`src/rtl/shift_result_fifo_if.sv`:
```
// Handshake bundle between the shifter, the result FIFO and its consumer.
// The FIFO connects through the slave modport. The bench drives the master side.
interface shift_result_fifo_if #(
    parameter int DW = 5
) ();
    logic          in_valid;
    logic          in_ready;
    logic [DW-1:0] in_data;
    logic          in_shift;
    logic          out_valid;
    logic          out_ready;
    logic [DW-1:0] out_data;
    logic          out_shift;

    modport master (
        output in_valid, in_data, in_shift, out_ready,
        input  in_ready, out_valid, out_data, out_shift
    );

    modport slave (
        input  in_valid, in_data, in_shift, out_ready,
        output in_ready, out_valid, out_data, out_shift
    );
endinterface

```
`src/rtl/shift_result_fifo.sv`:
```
// First-word-fall-through FIFO for shifter results.
// It keeps a saturating count of accepted shifted words that have the MSB set.
module shift_result_fifo #(
    parameter int DEPTH = 4,
    parameter int DW    = 5,
    parameter int CW    = 8
) (
    input  logic                       clk,
    input  logic                       rst_n,
    input  logic                       flush,
    shift_result_fifo_if.slave         bus,
    output logic [$clog2(DEPTH):0]     count,
    output logic [CW-1:0]              carry_cnt
);
    localparam int AW   = $clog2(DEPTH);
    localparam int CNTW = AW + 1;

    // Each entry stores {shift flag, data}.
    logic [DW:0]     mem_q [DEPTH];
    logic [AW-1:0]   wr_ptr_q, wr_ptr_d;
    logic [AW-1:0]   rd_ptr_q, rd_ptr_d;
    logic [CNTW-1:0] count_q, count_d;
    logic [CW-1:0]   carry_q, carry_d;
    logic            push, pop;
    logic            in_ready, out_valid;

    // Ready comes only from registered occupancy. A pop on a full cycle
    // frees a slot only from the following cycle.
    assign in_ready  = (count_q != CNTW'(DEPTH));
    assign out_valid = (count_q != '0);
    assign push      = bus.in_valid & in_ready;
    assign pop       = out_valid & bus.out_ready;

    always_comb begin
        wr_ptr_d = wr_ptr_q;
        rd_ptr_d = rd_ptr_q;
        count_d  = count_q;
        carry_d  = carry_q;
        if (flush) begin
            wr_ptr_d = '0;
            rd_ptr_d = '0;
            count_d  = '0;
            carry_d  = '0;
        end else begin
            if (push) wr_ptr_d = wr_ptr_q + AW'(1);
            if (pop)  rd_ptr_d = rd_ptr_q + AW'(1);
            case ({push, pop})
                2'b10:   count_d = count_q + CNTW'(1);
                2'b01:   count_d = count_q - CNTW'(1);
                default: count_d = count_q;
            endcase
            if (push && bus.in_shift && bus.in_data[DW-1] && (carry_q != '1))
                carry_d = carry_q + CW'(1);
        end
    end

    always_ff @(posedge clk or negedge rst_n) begin
        if (!rst_n) begin
            wr_ptr_q <= '0;
            rd_ptr_q <= '0;
            count_q  <= '0;
            carry_q  <= '0;
            for (int i = 0; i < DEPTH; i++) mem_q[i] <= '0;
        end else begin
            wr_ptr_q <= wr_ptr_d;
            rd_ptr_q <= rd_ptr_d;
            count_q  <= count_d;
            carry_q  <= carry_d;
            if (push && !flush) mem_q[wr_ptr_q] <= {bus.in_shift, bus.in_data};
        end
    end

    assign bus.in_ready  = in_ready;
    assign bus.out_valid = out_valid;
    assign bus.out_data  = mem_q[rd_ptr_q][DW-1:0];
    assign bus.out_shift = mem_q[rd_ptr_q][DW];
    assign count         = count_q;
    assign carry_cnt     = carry_q;
endmodule

```
`src/flat_wrapper.sv`:
```
// flat-port wrapper written by rule: the top's interface ports become plain ports
module shift_result_fifo_flat 
#(
    parameter int DEPTH = 4,
    parameter int DW    = 5,
    parameter int CW    = 8
)
  (clk, rst_n, flush, count, carry_cnt, bus_in_valid, bus_in_data, bus_in_shift, bus_out_ready, bus_in_ready, bus_out_valid, bus_out_data, bus_out_shift);
  shift_result_fifo_if #(.DW(DW)) bus_i ();
  input  logic clk;
  input  logic rst_n;
  input  logic flush;
  output logic [$clog2(DEPTH):0] count;
  output logic [CW-1:0] carry_cnt;
  input wire logic [$bits(bus_i.in_valid)-1:0] bus_in_valid;
  input wire logic [$bits(bus_i.in_data)-1:0] bus_in_data;
  input wire logic [$bits(bus_i.in_shift)-1:0] bus_in_shift;
  input wire logic [$bits(bus_i.out_ready)-1:0] bus_out_ready;
  output wire logic [$bits(bus_i.in_ready)-1:0] bus_in_ready;
  output wire logic [$bits(bus_i.out_valid)-1:0] bus_out_valid;
  output wire logic [$bits(bus_i.out_data)-1:0] bus_out_data;
  output wire logic [$bits(bus_i.out_shift)-1:0] bus_out_shift;
  assign bus_i.in_valid = bus_in_valid;
  assign bus_i.in_data = bus_in_data;
  assign bus_i.in_shift = bus_in_shift;
  assign bus_i.out_ready = bus_out_ready;
  assign bus_in_ready = bus_i.in_ready;
  assign bus_out_valid = bus_i.out_valid;
  assign bus_out_data = bus_i.out_data;
  assign bus_out_shift = bus_i.out_shift;
  shift_result_fifo #(.DEPTH(DEPTH), .DW(DW), .CW(CW)) u_core (.clk(clk), .rst_n(rst_n), .flush(flush), .bus(bus_i), .count(count), .carry_cnt(carry_cnt));
endmodule
```
`config.mk`:
```
export PLATFORM = sky130hd
export DESIGN_NAME = shift_result_fifo_flat
export DESIGN_NICKNAME = d
export VERILOG_FILES = /design/src/rtl/shift_result_fifo_if.sv /design/src/rtl/shift_result_fifo.sv /design/src/flat_wrapper.sv
export SDC_FILE = /design/constraint.sdc
export NUM_CORES = 1
export LEC_CHECK = 0
export ABC_AREA = 1
export BUFFER_PORTS_ARGS = -buffer_cell sky130_fd_sc_hd__buf_4
export CELL_PAD_IN_SITES_DETAIL_PLACEMENT = 2
export CELL_PAD_IN_SITES_GLOBAL_PLACEMENT = 2
export CORE_MARGIN = 3
export CORE_UTILIZATION = 33
export CTS_CLUSTER_DIAMETER = 80
export CTS_CLUSTER_SIZE = 16
export DETAILED_ROUTE_END_ITERATION = 10
export PLACE_DENSITY = 0.89
export SYNTH_ARGS = -nofsm -noshare
export SYNTH_HDL_FRONTEND = slang
export SYNTH_SLANG_ARGS = --single-unit
```
`constraint.sdc`:
```
create_clock -name clk -period 2.16 [get_ports clk]
set_input_delay 0.54 -clock clk [delete_from_list [all_inputs] [get_ports clk]]
set_output_delay 0.54 -clock clk [all_outputs]
set_load 0.01 [all_outputs]
```
==> summary.md, run 1 <==
| Metric | Value |
|---|---|
| # nets final | `292` |
| Initial antenna violation count | `0` |
| Int Power | `1.65 mW` |
| #FFs+latches synth | `39` |
| Max cap viols | `0` |
| Post-CTS Setup Inserts | `0` |
| Post-DR wirelength/cell | `16.4 um` |
| FF-to-FF End | `u_core.count[2]$_DFFE_PN0P_` |
| IO Pins | `30` |
| Starting Density | `0.343` |
| Combinational Power Share | `0.382` |
| Seq pwr share | `0.425` |
| Htree depth | `2` |
| Seq/Total Area, Yosys | `0.478` |
| Syn-to-layout area delta | `18.0%` |
| FP Rows | `28` |
| Num CTS Buffers | `5` |
| Setup CP Type | `reg2out` |
| # diodes | `0` |
| First-pass GRT wire length | `9980 um` |
| Req. time, crit path | `1.62 ns` |
| CTS tree | `yes` |
| Total global routing overflow | `0` |
| Worst Hold Class | `in2async` |
| Crit path to | `bus_out_shift` |
| Period Utilization, post-route | `0.934` |
| Worst r2r src | `u_core.count[1]$_DFFE_PN0P_` |
| Number of global-route vias before repair | `2006` |
| Status | `finished, final reports clean` |
| Syn nets | `262` |
| Post-Syn Area | `0.00204 sq mm` |
| Slew HR | `0.641` |
| Cell Area, Placed | `0.00230 sq mm` |
| Net switching power | `1.02 mW` |
| CP Capture Type | `primary output` |
| Die Y | `84.6 um` |
| YS warnings | `0` |
| Slew @ Worst Pin | `0.539 ns` |
| Post-Synthesis Cells | `245` |
| Vias | `1796` |
| Clock power frac | `0.193` |
| RSZ-0062 raised after global routing | `no` |
| Leakage | `1.24 nW` |
| R2R Setup Slk | `0.20 ns` |
| Count of final setup violators | `0` |
| ANT nets after route | `0` |
| Core area | `0.00596 sq mm` |
| Clock slew at reported path FFs | `0.07 ns` |
| Peak Freq | `0.496 GHz` |
| Final wirelength | `5750 um` |
| Die area | `0.00716 sq mm` |
| Critical path arrival | `1.48 ns` |
| Post-route setup TNS | `0 ns` |
| Sw Share | `0.381` |
| Clock sink count | `39` |
| GR Util All Layers | `0.174` |
| CTS Buffer Depth | `2` |
| Slew Limit Fails | `0` |
| Layout cells sized above 1 | `0.204` |
| Hpwl dp | `4080 um` |
| DR iter-0 viols | `74` |
| # port buffers | `29` |
| Synth Area per Inst | `8.33 sq um` |
| Post-Layout Cell Count | `350` |
| Drt first pass iters | `4` |
| Count of final hold-check violations | `0` |
| Peak VDD IR | `416 uV` |
| Placed insts | `343` |
| # DRC | `0` |
| RePlAce Congestion | `0.772` |
| Critical path origin | `u_core.rd_ptr_q[0]$_DFFE_PN0P_` |
| Root buffer cell | `clkbuf_8` |
| Fin area | `0.00241 sq mm` |
| Startpoint types | `flip-flop` |
| Crit-path max FO | `13` |
| Synth cell types | `22` |
| Largest net degree at the start of global routing | `40` |
| Later-pin clock latency in the skew report | `0.30 ns` |
| Worst clock skew | `0.00338 ns` |
| Power Total | `2.66 mW` |
| Crit path time final | `2.02 ns` |
| Via/cell ratio | `5.13` |
| Power density cells | `1110 mW/mm^2` |
| Die X | `84.6 um` |
| R2R depth | `12` |
synth_stat cells:
cell type,number,area share
ha_1,5,0.031
o21ai_1,24,0.059
o22ai_1,6,0.018
nor2_1,19,0.035
nor2_2,2,0.0061
inv_1,21,0.039
nor2_8,1,0.0098
fa_1,1,0.0098
nand3b_1,3,0.011
nand2_1,61,0.11
xor2_1,6,0.026
buf_6,5,0.028
nor3_2,1,0.0049
xnor2_1,1,0.0043
nand2_2,6,0.018
o21ai_0,12,0.029
dfrtp_1,39,0.48
clkbuf_1,4,0.0074
nand4_1,3,0.0092
nand2_4,1,0.0055
a21oi_1,3,0.0074
nand3_1,21,0.052
critical path, cell delays in order, from the launching register on:
cell and delay, ns:
dfrtp_1 0.40, clkinvlp_4 0.26, o21ai_1 0.25, o22ai_1 0.11, buf_4 0.16
placed cells by master (no fill, tap or decap):
master | netlist | layout
nor2_8 | 1 | 1
ha_1 | 5 | 5
nand2_1 | 61 | 59
dfrtp_2 | 0 | 1
clkbuf_8 | 0 | 6
nor2_4 | 0 | 1
nand4_1 | 3 | 3
nand2_2 | 6 | 8
a21oi_1 | 3 | 3
o22ai_1 | 6 | 6
nand2_4 | 1 | 1
fa_2 | 0 | 1
nand3b_1 | 3 | 3
inv_1 | 21 | 19
nor3_2 | 1 | 1
nand3_1 | 21 | 21
dfrtp_1 | 39 | 38
clkinvlp_4 | 0 | 1
xnor2_1 | 1 | 1
nor2_1 | 19 | 19
o21ai_1 | 24 | 26
nor2_2 | 2 | 1
inv_2 | 0 | 1
o21ai_0 | 12 | 10
xor2_1 | 6 | 6
buf_4 | 0 | 32
clkinv_2 | 0 | 1
cell type report:
type                       instances  area [sq um]
clock inverter                     1          5.00
timing repair buffer              32           240
tap                               75          93.8
sequential                        39           977
inverter                          21          82.6
fill                             702          3550
multi-input combinational        176           927
clock buffer                       6          82.6
per-layer routing:
layer / GRT usage / up-vias / share of wire
met2: 0.307 / 29 / 0.51
met4: 0.0475 / 0 / 0.011
li1: - / 859 / -
met3: 0.0402 / 6 / 0.039
met5: 0 / - / 0
met1: 0.213 / 902 / 0.44
state kept, by name, indices dropped and copies added (netlist names):
signal and cells:
u_core.wr_ptr_q 2, u_core.carry_cnt 8, u_core.count 3, u_core.mem_q 24
u_core.rd_ptr_q 2
cell families (layout without fill, tap and decap cells):
logic type,count (synthesis),in the layout,synth area share
XOR/XNOR,7,7,0.0300
AO/OA/AOI/OAI,45,45,0.114
adder cells (fa/ha/maj),6,6,0.0405
AND/OR/NAND/NOR,118,118,0.264
buffers and inverters,30,60,0.0736
flip-flops,39,39,0.478
power groups by stage:
stage          clock network [mW]  logic [mW]  registers (mW)
6_report                    0.513        1.02            1.13
5_1_grt                     0.568        1.16            1.16
4_1_cts                     0.539        1.03            1.12
3_5_place_dp                    0        1.02            1.13
3_3_place_gp                    0       0.964            1.10
2_1_floorplan                   0       0.628            1.09
what timing repair did:
item | in CTS | in global routing
setup endpoints to repair | 3 | 4
resized for setup | 2 | 7
hold buffers | 0 | 0
through the flow:
step            util  hold WS [ns]  worst slack [ns]
2_1_floorplan      -         0.244             0.142
3_3_place_gp   0.387         0.467             0.147
3_5_place_dp   0.387         0.481         -0.000512
4_1_cts        0.402         0.235            0.0294
5_1_grt        0.404         0.254            0.0121
6_report       0.404         0.215             0.142
how the worst min path moves through the flow:
stage / end / slack, ns / cells after the start
floorplan: u_core.carry_cnt[0]$_DFFE_PN0P_ / 0.24 / 0
global placement: u_core.mem_q[17]$_DFFE_PN0P_ / 0.47 / 2
detailed placement: u_core.mem_q[15]$_DFFE_PN0P_ / 0.48 / 2
CTS: u_core.mem_q[12]$_DFFE_PN0P_ / 0.23 / 1
global route: u_core.rd_ptr_q[1]$_DFFE_PN0P_ / 0.25 / 1
finish: u_core.mem_q[13]$_DFFE_PN0P_ / 0.21 / 1
(Power assumes the default switching activity.)
==> run 2: changes to the inputs <==
- SLEW_MARGIN: default -> 20
- clock period: 2.16 -> 2.3 ns (I/O delays scaled with it)
==> summary.md, run 2 (synthesis results as in run 1) <==
| Metric | Value |
|---|---|
| Status | `finished, final reports clean` |
| DR iter-0 viols | `82` |
| Slew HR | `0.660` |
| Die X | `84.6 um` |
| Count of final hold-check violations | `0` |
| Root buffer cell | `clkbuf_8` |
| # nets final | `291` |
| Starting Density | `0.343` |
| Largest net degree at the start of global routing | `40` |
| Syn-to-layout area delta | `18.8%` |
| Post-DR wirelength/cell | `15.9 um` |
| ANT nets after route | `0` |
| Final wirelength | `5580 um` |
| CTS tree | `yes` |
| Setup CP Type | `reg2reg` |
| IO Pins | `30` |
| Clock slew at reported path FFs | `0.08 ns` |
| FF-to-FF End | `u_core.count[2]$_DFFE_PN0P_` |
| Htree depth | `2` |
| FP Rows | `28` |
| Initial antenna violation count | `0` |
| Cell Area, Placed | `0.00230 sq mm` |
| Post-cts hold buffer count | `0` |
| Hold slack | `0.241 ns` |
| Top reg by flops | `u_core.mem_q` |
| Post-CTS sizing | `0` |
| Num CTS Buffers | `5` |
| Critical path arrival | `2.34 ns` |
| Vias | `1767` |
| Crit-path max FO | `5` |
| Die area | `0.00716 sq mm` |
| Clock sink count | `39` |
| Die Y | `84.6 um` |
| R2R Setup Slk | `0.20 ns` |
| R2R depth | `12` |
| Post-Place Setup Slack | `0.0798 ns` |
| CTS Buffer Depth | `2` |
| Count of final setup violators | `0` |
| Max reg flops | `24` |
| CP Capture Type | `flip-flop` |
| Drt first pass iters | `4` |
| # DRC | `0` |
| Worst clock skew | `0.00903 ns` |
| Slew @ Worst Pin | `0.510 ns` |
| Commonest non-fill, non-tap cell in the layout | `nand2_1` |
| First-pass GRT wire length | `9670 um` |
| Period Utilization, post-route | `0.915` |
| Hpwl dp | `3980 um` |
| GR Util All Layers | `0.169` |
| Leakage | `1.25 nW` |
| Req. time, crit path | `2.54 ns` |
| Final Worst Setup Slack | `0.196 ns` |
| Total global routing overflow | `0` |
| # diodes | `0` |
| Later-pin clock latency in the skew report | `0.30 ns` |
| Peak VDD IR | `448 uV` |
| Number of global-route vias before repair | `1962` |
| Post-CTS Setup Inserts | `0` |
| Power density cells | `1070 mW/mm^2` |
| Crit path time final | `2.10 ns` |
| Max cap viols | `0` |
| Slew Limit Fails | `0` |
| Layout cells sized above 1 | `0.193` |
| Startpoint types | `flip-flop` |
| Commonest non-fill, non-tap cells in the layout | `59 x nand2_1, 38 x dfrtp_1, 31 x buf_4` |
| Fillers | `678` |
| # port buffers | `29` |
| Peak Freq | `0.475 GHz` |
| Via/cell ratio | `5.05` |
| Worst r2r src | `u_core.count[0]$_DFFE_PN0P_` |
| Worst Hold Class | `in2async` |
| Core area | `0.00596 sq mm` |
| Fin area | `0.00242 sq mm` |
| RePlAce Congestion | `0.771` |
run 2: changes by cell type in the layout (fill, tap and decap cells not counted):
cell,delta
clkinvlp_4,-1
fa_1,+1
buf_4,-1
o21ai_0,+2
bufinv_16,+1
o21ai_1,-2
inv_1,+2
fa_2,-1
inv_2,-1
run 2: worst max path at each step:
stage                                start                           to  slack [ns]  depth (start not counted)
6_report       u_core.count[0]$_DFFE_PN0P_  u_core.count[2]$_DFFE_PN0P_        0.20                         12
5_1_grt        u_core.count[0]$_DFFE_PN0P_  u_core.count[2]$_DFFE_PN0P_       -0.03                         12
4_1_cts        u_core.count[0]$_DFFE_PN0P_  u_core.count[2]$_DFFE_PN0P_        0.05                         12
3_5_place_dp   u_core.count[0]$_DFFE_PN0P_  u_core.count[2]$_DFFE_PN0P_        0.08                         12
3_3_place_gp   u_core.count[0]$_DFFE_PN0P_  u_core.count[2]$_DFFE_PN0P_        0.25                         12
2_1_floorplan  u_core.count[0]$_DFFE_PN0P_  u_core.count[2]$_DFFE_PN0P_        0.28                         12
run 2: per-stage QoR:
stage	power (mW)	cells	TNS [ns]	util
6_report	2.61	350	0	0.407
5_1_grt	2.82	350	-0.0254	0.407
4_1_cts	2.64	350	0	0.405
3_5_place_dp	2.00	342	0	0.386
3_3_place_gp	1.93	342	0	0.386
2_1_floorplan	1.61	245	0	-
run 2: power breakdown:
| part | leakage [nW] | internal [mW] | switching, mW | total (mW) |
|---|---|---|---|---|
| clock | 0.0612 | 0.352 | 0.267 | 0.618 |
| combinational | 0.678 | 0.403 | 0.534 | 0.937 |
| sequential | 0.512 | 0.895 | 0.155 | 1.05 |
run 2: final cells by class:
| class | instances | area, sq um | area share |
|---|---|---|---|
| clock inverter | 2 | 35.0 | 0.0144 |
| clock buffer | 6 | 82.6 | 0.0341 |
| tap | 75 | 93.8 | 0.0387 |
| timing repair buffer | 31 | 233 | 0.0960 |
| multi-input combinational | 176 | 925 | 0.381 |
| sequential | 39 | 977 | 0.403 |
| inverter | 21 | 78.8 | 0.0325 |
run 2: worst max-delay path, cell delays in order (launching register included):
cell and delay [ns]:
dfrtp_2 0.47, nor2_4 0.14, nand2_1 0.09, nand2_2 0.11, inv_1 0.10, nand2_2 0.11, inv_1 0.07, fa_1 0.43
xnor2_1 0.20, nand3_1 0.12, nand2_1 0.08, nand2_1 0.05, nand2_1 0.07
run 2: routing by layer:
layer | GRT usage | up-vias | routed length, um
met5 | 0 | - | 0
met4 | 0.0432 | 0 | 57
met3 | 0.0334 | 4 | 205
met2 | 0.300 | 29 | 2830
met1 | 0.208 | 884 | 2490
li1 | - | 850 | -
==> run 3: changes to the inputs <==
- CORE_UTILIZATION: 33 -> 36
- PLACE_DENSITY: 0.89 -> 0.95
- SKIP_LAST_GASP: default -> 1
- TNS_END_PERCENT: default -> 20
- clock period: 2.3 -> 2.66 ns (I/O delays scaled with it)
==> summary.md, run 3 (synthesis results as in run 1) <==
| Metric | Value |
|---|---|
| Status | `finished, final reports clean` |
| # nets final | `290` |
| Initial antenna violation count | `0` |
| Seq pwr share | `0.404` |
| Slew Limit Fails | `0` |
| Hpwl dp | `4120 um` |
| Final wirelength | `6090 um` |
| Net switching power | `840 uW` |
| Clock power frac | `0.235` |
| Commonest non-fill, non-tap cell in the layout | `nand2_1` |
| Commonest non-fill, non-tap cells in the layout | `61 x nand2_1, 39 x dfrtp_1, 30 x buf_4` |
| CP Cell Sequence | `nor2_2 -> nand2_1 -> nand2_1 -> inv_1 -> nand2_1 -> inv_1 -> fa_1 -> xor2_1 -> nand3_1 -> nand2_1 -> nand2_1 -> nand2_1` |
| Num CTS Buffers | `5` |
| Crit path time final | `2.23 ns` |
| ANT nets after route | `0` |
| Total global routing overflow | `0` |
| Via/cell ratio | `5.24` |
| Crit-path max FO | `5` |
| Power density cells | `942 mW/mm^2` |
| RSZ-0062 raised after global routing | `no` |
| Peak Freq | `0.448 GHz` |
| R2R depth | `12` |
| # diodes | `0` |
| Clock sink count | `39` |
| Count of final setup violators | `0` |
| Worst Hold Class | `in2async` |
| GR Util All Layers | `0.212` |
| Max reg flops | `24` |
| Peak VDD IR | `340 uV` |
| Worst r2r src | `u_core.count[0]$_DFFE_PN0P_` |
| Leakage | `1.25 nW` |
| Storage cell area | `976 sq um` |
| First-pass GRT wire length | `10400 um` |
| Critical path arrival | `2.43 ns` |
| Root buffer cell | `clkbuf_8` |
| DR iter-0 viols | `122` |
| Starting Density | `0.385` |
| Slew @ Worst Pin | `0.698 ns` |
| Layout cells sized above 1 | `0.179` |
| CTS tree | `yes` |
| Clock slew at reported path FFs | `0.08 ns` |
| Largest net degree at the start of global routing | `40` |
| FP Rows | `26` |
| R2R Setup Slk | `0.43 ns` |
| Die Y | `81.3 um` |
| Worst clock skew | `0.00831 ns` |
| Fillers | `610` |
| Top reg by flops | `u_core.mem_q` |
| CP Capture Type | `flip-flop` |
| Sw Share | `0.372` |
| Worst path slowest cell | `dfrtp_1` |
| Later-pin clock latency in the skew report | `0.30 ns` |
| Drt first pass iters | `4` |
| Most used cell, CP | `nand2_1` |
| FF-to-FF End | `u_core.count[2]$_DFFE_PN0P_` |
| # DRC | `0` |
| Htree depth | `2` |
| Vias | `1801` |
| IO Pins | `30` |
| Int Power | `1.42 mW` |
| Req. time, crit path | `2.85 ns` |
| Count of final hold-check violations | `0` |
| Setup CP Type | `reg2reg` |
| Largest stage delay on the critical path | `0.45 ns` |
| Post-cts hold buffer count | `0` |
| Combinational Power Share | `0.361` |
| Startpoint types | `flip-flop` |
| Worst path top cell family by delay | `simple AND/OR/NAND/NOR gates` |
| # port buffers | `29` |
| CTS Buffer Depth | `2` |
| Period Utilization, post-route | `0.839` |
| Worst path bufs/invs | `2` |
| Die X | `81.3 um` |
| Power Total | `2.26 mW` |
| Die area | `0.00661 sq mm` |
| Post-CTS Setup Inserts | `0` |
| Slew HR | `0.534` |
| Post-CTS sizing | `0` |
| Syn-to-layout area delta | `17.6%` |
| Post-route setup TNS | `0 ns` |
| Number of global-route vias before repair | `2062` |
| Core area | `0.00530 sq mm` |
| Multi-input logic area | `915 sq um` |
| RePlAce Congestion | `0.773` |
| Post-DR wirelength/cell | `17.7 um` |
| Max cap viols | `0` |
==> run 3: cell count changes in the layout (fill, tap and decap cells not counted) <==
| cell | before | now |
|---|---|---|
| nand2_2 | 8 | 6 |
| dfrtp_1 | 38 | 39 |
| buf_4 | 31 | 30 |
| nor2_4 | 1 | 0 |
| dfrtp_2 | 1 | 0 |
| nor2_2 | 1 | 2 |
| nand2_1 | 59 | 61 |
==> run 3: final cells by class <==
type,count,area share
Sequential cell,39,0.407
Multi-Input combinational cell,176,0.381
Timing Repair Buffer,30,0.0938
Tap cell,70,0.0365
Clock buffer,6,0.0344
Inverter,21,0.0328
Clock inverter,2,0.0146
==> run 3: power groups by stage <==
stage / clock network [mW] / registers [mW] / logic, mW
floorplan: 0 / 0.885 / 0.510
global placement: 0 / 0.903 / 0.762
detailed placement: 0 / 0.922 / 0.815
CTS: 0.547 / 0.914 / 0.831
global route: 0.572 / 0.941 / 0.927
finish: 0.532 / 0.914 / 0.815
==> run 3: worst reg2reg max path: cells and delay by family, from the launching register on <==
kind | cells | cell delay (ns)
xor gates and xnor gates | 1 | 0.19
adders and majority gates | 1 | 0.42
buffers and inverters | 2 | 0.19
DFF | 1 | 0.45
and+or+nand+nor | 8 | 0.88
==> run 3: worst max path at each step <==
stage          slack, ns                         from                          end  cells after the start
6_report            0.43  u_core.count[0]$_DFFE_PN0P_  u_core.count[2]$_DFFE_PN0P_                     12
5_1_grt             0.21  u_core.count[0]$_DFFE_PN0P_  u_core.count[2]$_DFFE_PN0P_                     12
4_1_cts             0.42  u_core.count[0]$_DFFE_PN0P_  u_core.count[2]$_DFFE_PN0P_                     12
3_5_place_dp        0.42                bus_out_ready  u_core.count[2]$_DFFE_PN0P_                     11
3_3_place_gp        0.52                bus_out_ready  u_core.count[2]$_DFFE_PN0P_                     11
2_1_floorplan       0.64  u_core.count[0]$_DFFE_PN0P_  u_core.count[2]$_DFFE_PN0P_                     12
==> run 3: metrics by stage <==
stage                     instances  setup slack [ns]  utilization  cell area (sq um)  hold slack, ns
after floorplan                 245             0.642            -               2040           0.369
after global placement          336             0.521        0.430               2280           0.467
after detailed placement        336             0.425        0.430               2280           0.481
after CTS                       344             0.421        0.453               2400           0.350
after global routing            344             0.214        0.453               2400           0.365
final                           344             0.428        0.453               2400           0.339
==> run 3: layer usage <==
layer,up-vias,GRT usage,routed length (um)
met5,-,0,0
met4,0,0.0574,65
met3,5,0.0466,179
met2,26,0.379,3140
met1,918,0.254,2700
li1,852,-,-
